[src/rtl/wb_byte_serializer.sv]
// Splits one 32-bit Wishbone classic access into one-hot byte-lane beats,
// most significant lane first, and gathers read bytes into a single reply.
module wb_byte_serializer #(
    parameter int aw = 32
) (
    input  logic          wb_clk_i,
    input  logic          wb_rst_i,
    input  logic [aw-1:0] wbm_adr_i,
    input  logic [31:0]   wbm_dat_i,
    input  logic [3:0]    wbm_sel_i,
    input  logic          wbm_we_i,
    input  logic          wbm_cyc_i,
    input  logic          wbm_stb_i,
    input  logic [2:0]    wbm_cti_i,
    input  logic [1:0]    wbm_bte_i,
    output logic [31:0]   wbm_dat_o,
    output logic          wbm_ack_o,
    output logic          wbm_err_o,
    output logic          wbm_rty_o,
    output logic [aw-1:0] wbs_adr_o,
    output logic [31:0]   wbs_dat_o,
    output logic [3:0]    wbs_sel_o,
    output logic          wbs_we_o,
    output logic          wbs_cyc_o,
    output logic          wbs_stb_o,
    output logic [2:0]    wbs_cti_o,
    output logic [1:0]    wbs_bte_o,
    input  logic [31:0]   wbs_dat_i,
    input  logic          wbs_ack_i,
    input  logic          wbs_err_i,
    input  logic          wbs_rty_i
);

    typedef enum logic [1:0] {IDLE, ACCESS, GAP, DONE} state_t;

    localparam logic [1:0] TERM_ACK = 2'd0;
    localparam logic [1:0] TERM_ERR = 2'd1;
    localparam logic [1:0] TERM_RTY = 2'd2;

    state_t      state;
    logic [3:0]  pend;
    logic [31:0] rbuf;
    logic [1:0]  term;
    logic [3:0]  cur_sel;
    logic [31:0] lane_mask;
    logic [3:0]  pend_next;
    logic        unused;

    // Burst hints are meaningless once the access is split into byte beats.
    assign unused = ^{wbm_cti_i, wbm_bte_i};

    always_comb begin
        cur_sel = 4'b0000;
        if (pend[3])      cur_sel = 4'b1000;
        else if (pend[2]) cur_sel = 4'b0100;
        else if (pend[1]) cur_sel = 4'b0010;
        else if (pend[0]) cur_sel = 4'b0001;
    end

    assign lane_mask = {{8{cur_sel[3]}}, {8{cur_sel[2]}}, {8{cur_sel[1]}}, {8{cur_sel[0]}}};
    assign pend_next = pend & ~cur_sel;

    always_ff @(posedge wb_clk_i or posedge wb_rst_i) begin
        if (wb_rst_i) begin
            state <= IDLE;
            pend  <= 4'b0000;
            rbuf  <= 32'h0;
            term  <= TERM_ACK;
        end else begin
            case (state)
                IDLE: begin
                    if (wbm_cyc_i && wbm_stb_i) begin
                        rbuf <= 32'h0;
                        pend <= wbm_sel_i;
                        if (wbm_sel_i == 4'b0000) begin
                            term  <= TERM_ACK;
                            state <= DONE;
                        end else begin
                            state <= ACCESS;
                        end
                    end
                end
                ACCESS: begin
                    if (!wbm_cyc_i) begin
                        pend  <= 4'b0000;
                        state <= IDLE;
                    end else if (wbs_err_i) begin
                        term  <= TERM_ERR;
                        state <= DONE;
                    end else if (wbs_rty_i) begin
                        term  <= TERM_RTY;
                        state <= DONE;
                    end else if (wbs_ack_i) begin
                        pend <= pend_next;
                        if (!wbm_we_i)
                            rbuf <= (rbuf & ~lane_mask) | (wbs_dat_i & lane_mask);
                        if (pend_next == 4'b0000) begin
                            term  <= TERM_ACK;
                            state <= DONE;
                        end else begin
                            state <= GAP;
                        end
                    end
                end
                GAP: begin
                    // The idle-strobe cycle keeps registered-ack slaves from acking twice.
                    if (!wbm_cyc_i) begin
                        pend  <= 4'b0000;
                        state <= IDLE;
                    end else begin
                        state <= ACCESS;
                    end
                end
                DONE:    state <= IDLE;
                default: state <= IDLE;
            endcase
        end
    end

    // Downstream strobes are gated by the live master cyc so an abort drops them at once.
    assign wbs_cyc_o = wbm_cyc_i && ((state == ACCESS) || (state == GAP));
    assign wbs_stb_o = wbm_cyc_i && (state == ACCESS);
    assign wbs_sel_o = (state == ACCESS) ? cur_sel : 4'b0000;
    assign wbs_adr_o = wbm_adr_i;
    assign wbs_dat_o = wbm_dat_i;
    assign wbs_we_o  = wbm_we_i;
    assign wbs_cti_o = 3'b000;
    assign wbs_bte_o = 2'b00;

    assign wbm_ack_o = (state == DONE) && (term == TERM_ACK);
    assign wbm_err_o = (state == DONE) && (term == TERM_ERR);
    assign wbm_rty_o = (state == DONE) && (term == TERM_RTY);
    assign wbm_dat_o = rbuf;

endmodule

[config.mk]
export PLATFORM = sky130hd
export DESIGN_NAME = wb_byte_serializer
export DESIGN_NICKNAME = d
export VERILOG_FILES = /design/src/rtl/wb_byte_serializer.sv
export SDC_FILE = /design/constraint.sdc
export NUM_CORES = 1
export LEC_CHECK = 0
export ABC_AREA = 0
export CAP_MARGIN = 10
export CORE_MARGIN = 10
export CORE_UTILIZATION = 57
export CTS_CLUSTER_SIZE = 14
export DETAILED_ROUTE_END_ITERATION = 10
export DONT_BUFFER_PORTS = 1
export HOLD_SLACK_MARGIN = 0.08
export MAX_ROUTING_LAYER = met4
export PLACE_DENSITY = 0.77
export SLEW_MARGIN = 20
export SYNTH_ARGS = -nofsm -noshare
export SYNTH_HDL_FRONTEND = slang
export SYNTH_SLANG_ARGS = --single-unit
[constraint.sdc]
create_clock -name wb_clk_i -period 1.75 [get_ports wb_clk_i]
set_clock_uncertainty 0.05 [all_clocks]
set_input_delay 0.175 -clock wb_clk_i [delete_from_list [all_inputs] [get_ports wb_clk_i]]
set_output_delay 0.175 -clock wb_clk_i [all_outputs]
set_load 0.02 [all_outputs]
==> impl_metrics.json <==
{
  "drtIter0Drc": 51,
  "critPathKind": "register to register",
  "crit_path_max_fanout": 5,
  "dp_hpwl_um": 4400,
  "grt_max_degree": 41,
  "drive_above_1_share_pct": 22.63,
  "p_leak_nw": 1.502,
  "preCtsSetupSlack_ns": -0.1589,
  "synth_area_per_cell_um2": 10.08,
  "synth_flop_cell": "dfrtp_1",
  "finalCritPeriodShare_pct": 108.5,
  "reg2reg_slack_ns": -0.15,
  "finalSetupViolCount": 38,
  "clock_sinks": 40,
  "dr_total_vias": 1684,
  "wl_per_cell_um": 21.85,
  "hold_violations": 0,
  "cp-end-kind": "register",
  "required_ns": 1.87,
  "max_slew_margin_pct": 62.44,
  "maxSlewViolCount": 0,
  "synth_edf_count": 0,
  "postRouteAntennaNets": 0,
  "dieArea_um2": 7432,
  "numPortBuffers": 0,
  "core_area_um2": 4294,
  "rows": 24,
  "die_h_um": 86.21,
  "syn_area_um2": 2499,
  "cpMaxStageDelayCell": "or4b_4",
  "area_growth_pct": 14.47,
  "cp_top_family": "compound AO/OA/AOI/OAI gates",
  "grt_usage_pct": 17.09,
  "die_x_um": 86.21,
  "grt_pass1_vias": 1847,
  "rsz0062_at_grt": "yes",
  "insertion_delay_ns": 0.28,
  "ys_ff_latch": 40,
  "synth_warnings": 0,
  "grtUsageMet1_pct": 16.76,
  "place_congestion": 0.9203,
  "firstDrtPassIters": 4,
  "netlist_instances": 248,
  "tns_ns": -2.722,
  "grt_use_met2_pct": 28.19,
  "initial_core_util_pct": 58.19,
  "cts_tree": "built",
  "yosysSeqAreaShare_pct": 40.06,
  "hold_class": "primary input to register",
  "met3_usage_pct": 6.473,
  "top_usage_layer": "met2",
  "grt_pass1_wl_um": 9942,
  "path_clk_slew_ns": 0.07,
  "fin_area_um2": 2860,
  "period_needed_ns": 1.898,
  "worstPathArrival_ns": 2.02,
  "cts_max_path_buffers": 2,
  "routed_via_density": 5.708,
  "drc": 0,
  "fmax_ghz": 0.5269,
  "run_status": "finished with violations",
  "tightest_slew_ns": 0.5591,
  "layout_common_cells": "40 x dlygate4sd3_1, 40 x dfrtp_1, 36 x nor2_1, 32 x mux2i_1, 17 x buf_4",
  "setup_ws_ns": -0.1481,
  "yosysUniqueCellTypes": 39,
  "placed_area_um2": 2208,
  "final_core_utilization_pct": 66.61,
  "max-vdd-ir-drop_v": 0.0007395,
  "max_stage_delay_ns": 0.50,
  "grt_remaining_overflow": 0,
  "failed_checks": "negative setup slack",
  "antenna_found_initial": 0,
  "antennaDiodeCount": 0,
  "power_density_nw_per_um2": 1496,
  "nNetsFinal": 360,
  "wirelength_um": 6446,
  "io_pins": 224,
  "cts_buffers": 5,
  "crit_buf_inv": 0,
  "cts_root_buf": "clkbuf_8",
  "crit_path_start_kind": "register",
  "power_mw": 4.280,
  "crit_chain": "ha_4, or4b_4, a211oi_4, o21ai_2, a22o_1",
  "ys_async_sr_fraction_pct": 100.0,
  "cts.htree.levels": 2,
  "cap_violations": 0
}
[logic make-up (layout without fill, tap and decap cells)]
| logic type | Yosys count | count (layout) | synth area share (%) |
|---|---|---|---|
| and+or+nand+nor | 59 | 59 | 11.97 |
| buffers and inverters | 84 | 75 | 23.23 |
| other | 1 | 5 | 0.1501 |
| DFF | 40 | 40 | 40.06 |
| muxes | 33 | 33 | 13.27 |
| adders and majority gates | 6 | 6 | 2.904 |
| AOI/OAI and AO/OA | 25 | 25 | 8.413 |
[Yosys cell counts (2+ instances only)]
cell type   n  area (um^2)
a21oi_1     4        20.02
a22o_1      3        26.28
and2_1      5        31.28
and3_1      4        25.02
buf_2       2        10.01
buf_4      70        525.5
clkbuf_1    5        18.77
dfrtp_1    40         1001
ha_1        5        62.56
inv_1       6        22.52
mux2i_1    32        320.3
nand2_1     3        11.26
nand3b_1    2        15.01
nor2_1     36        135.1
o2111ai_2   4        60.06
o21ai_0     3        15.01
o22ai_1     2        12.51
[tightest hold or removal path: stages]
cell	delay, ns
nand3_4	0.06
a211oi_2	0.04
o22ai_1	0.12
[through the flow]
stage          hold WS, ns  std cells
6_report            0.1208        295
5_1_grt             0.1256        295
4_1_cts          -0.004078        293
2_1_floorplan       0.2575        252
3_3_place_gp        0.1706        243
3_5_place_dp        0.1715        243
[layer usage]
layer | vias to the layer above | wire length, um
met5 | - | 0
met3 | 40 | 656
li1 | 746 | -
met2 | 100 | 3388
met1 | 798 | 2110
met4 | 0 | 290
[power breakdown]
part	leakage [nW]	switching [mW]	internal (mW)
clock network	0.0424	0.307	0.285
logic	0.917	0.968	0.876
registers	0.543	0.599	1.25
[final timing paths]
kind                                           start                        end  depth (start not counted)
worst max register to register  state[1]$_DFFE_PP0P_        pend[1]$_DFFE_PP0P_                          5
worst min register to register   pend[0]$_DFFE_PP0P_        pend[0]$_DFFE_PP0P_                          1
max in group asynchronous                   wb_rst_i        pend[2]$_DFFE_PP0P_                          3
worst min-delay path                       wbm_cyc_i        term[1]$_DFFE_PP0P_                          3
worst max-delay path            state[1]$_DFFE_PP0P_        pend[1]$_DFFE_PP0P_                          5
min in group asynchronous                   wb_rst_i  wbm_dat_o[21]$_DFFE_PP0P_                          3
[flip-flops by register name, summed over array words and instances (netlist names)]
signal / flops
wbm_dat_o: 32
term: 2
state: 2
pend: 4
[layout make-up]
cell class | count | area (um^2)
repair buffers | 60 | 579.3
clock inverters | 1 | 8.758
fillers | 337 | 1434
multi-input cells | 128 | 1096
clock buffers | 7 | 76.32
inverters | 7 | 33.78
flip-flops and latches | 40 | 1001
well taps | 52 | 65.06
[timing repair]
action | 4_1_cts | 5_1_grt
gates cloned | 0 | 0
endpoints found under the hold margin | 79 | 2
setup buffers | 4 | 0
endpoints found under the setup margin | 43 | 47
hold buffers | 38 | 2
pin swaps | 8 | 2
resized for setup | 20 | 18
Note: power is estimated with default switching activity, not from simulation.
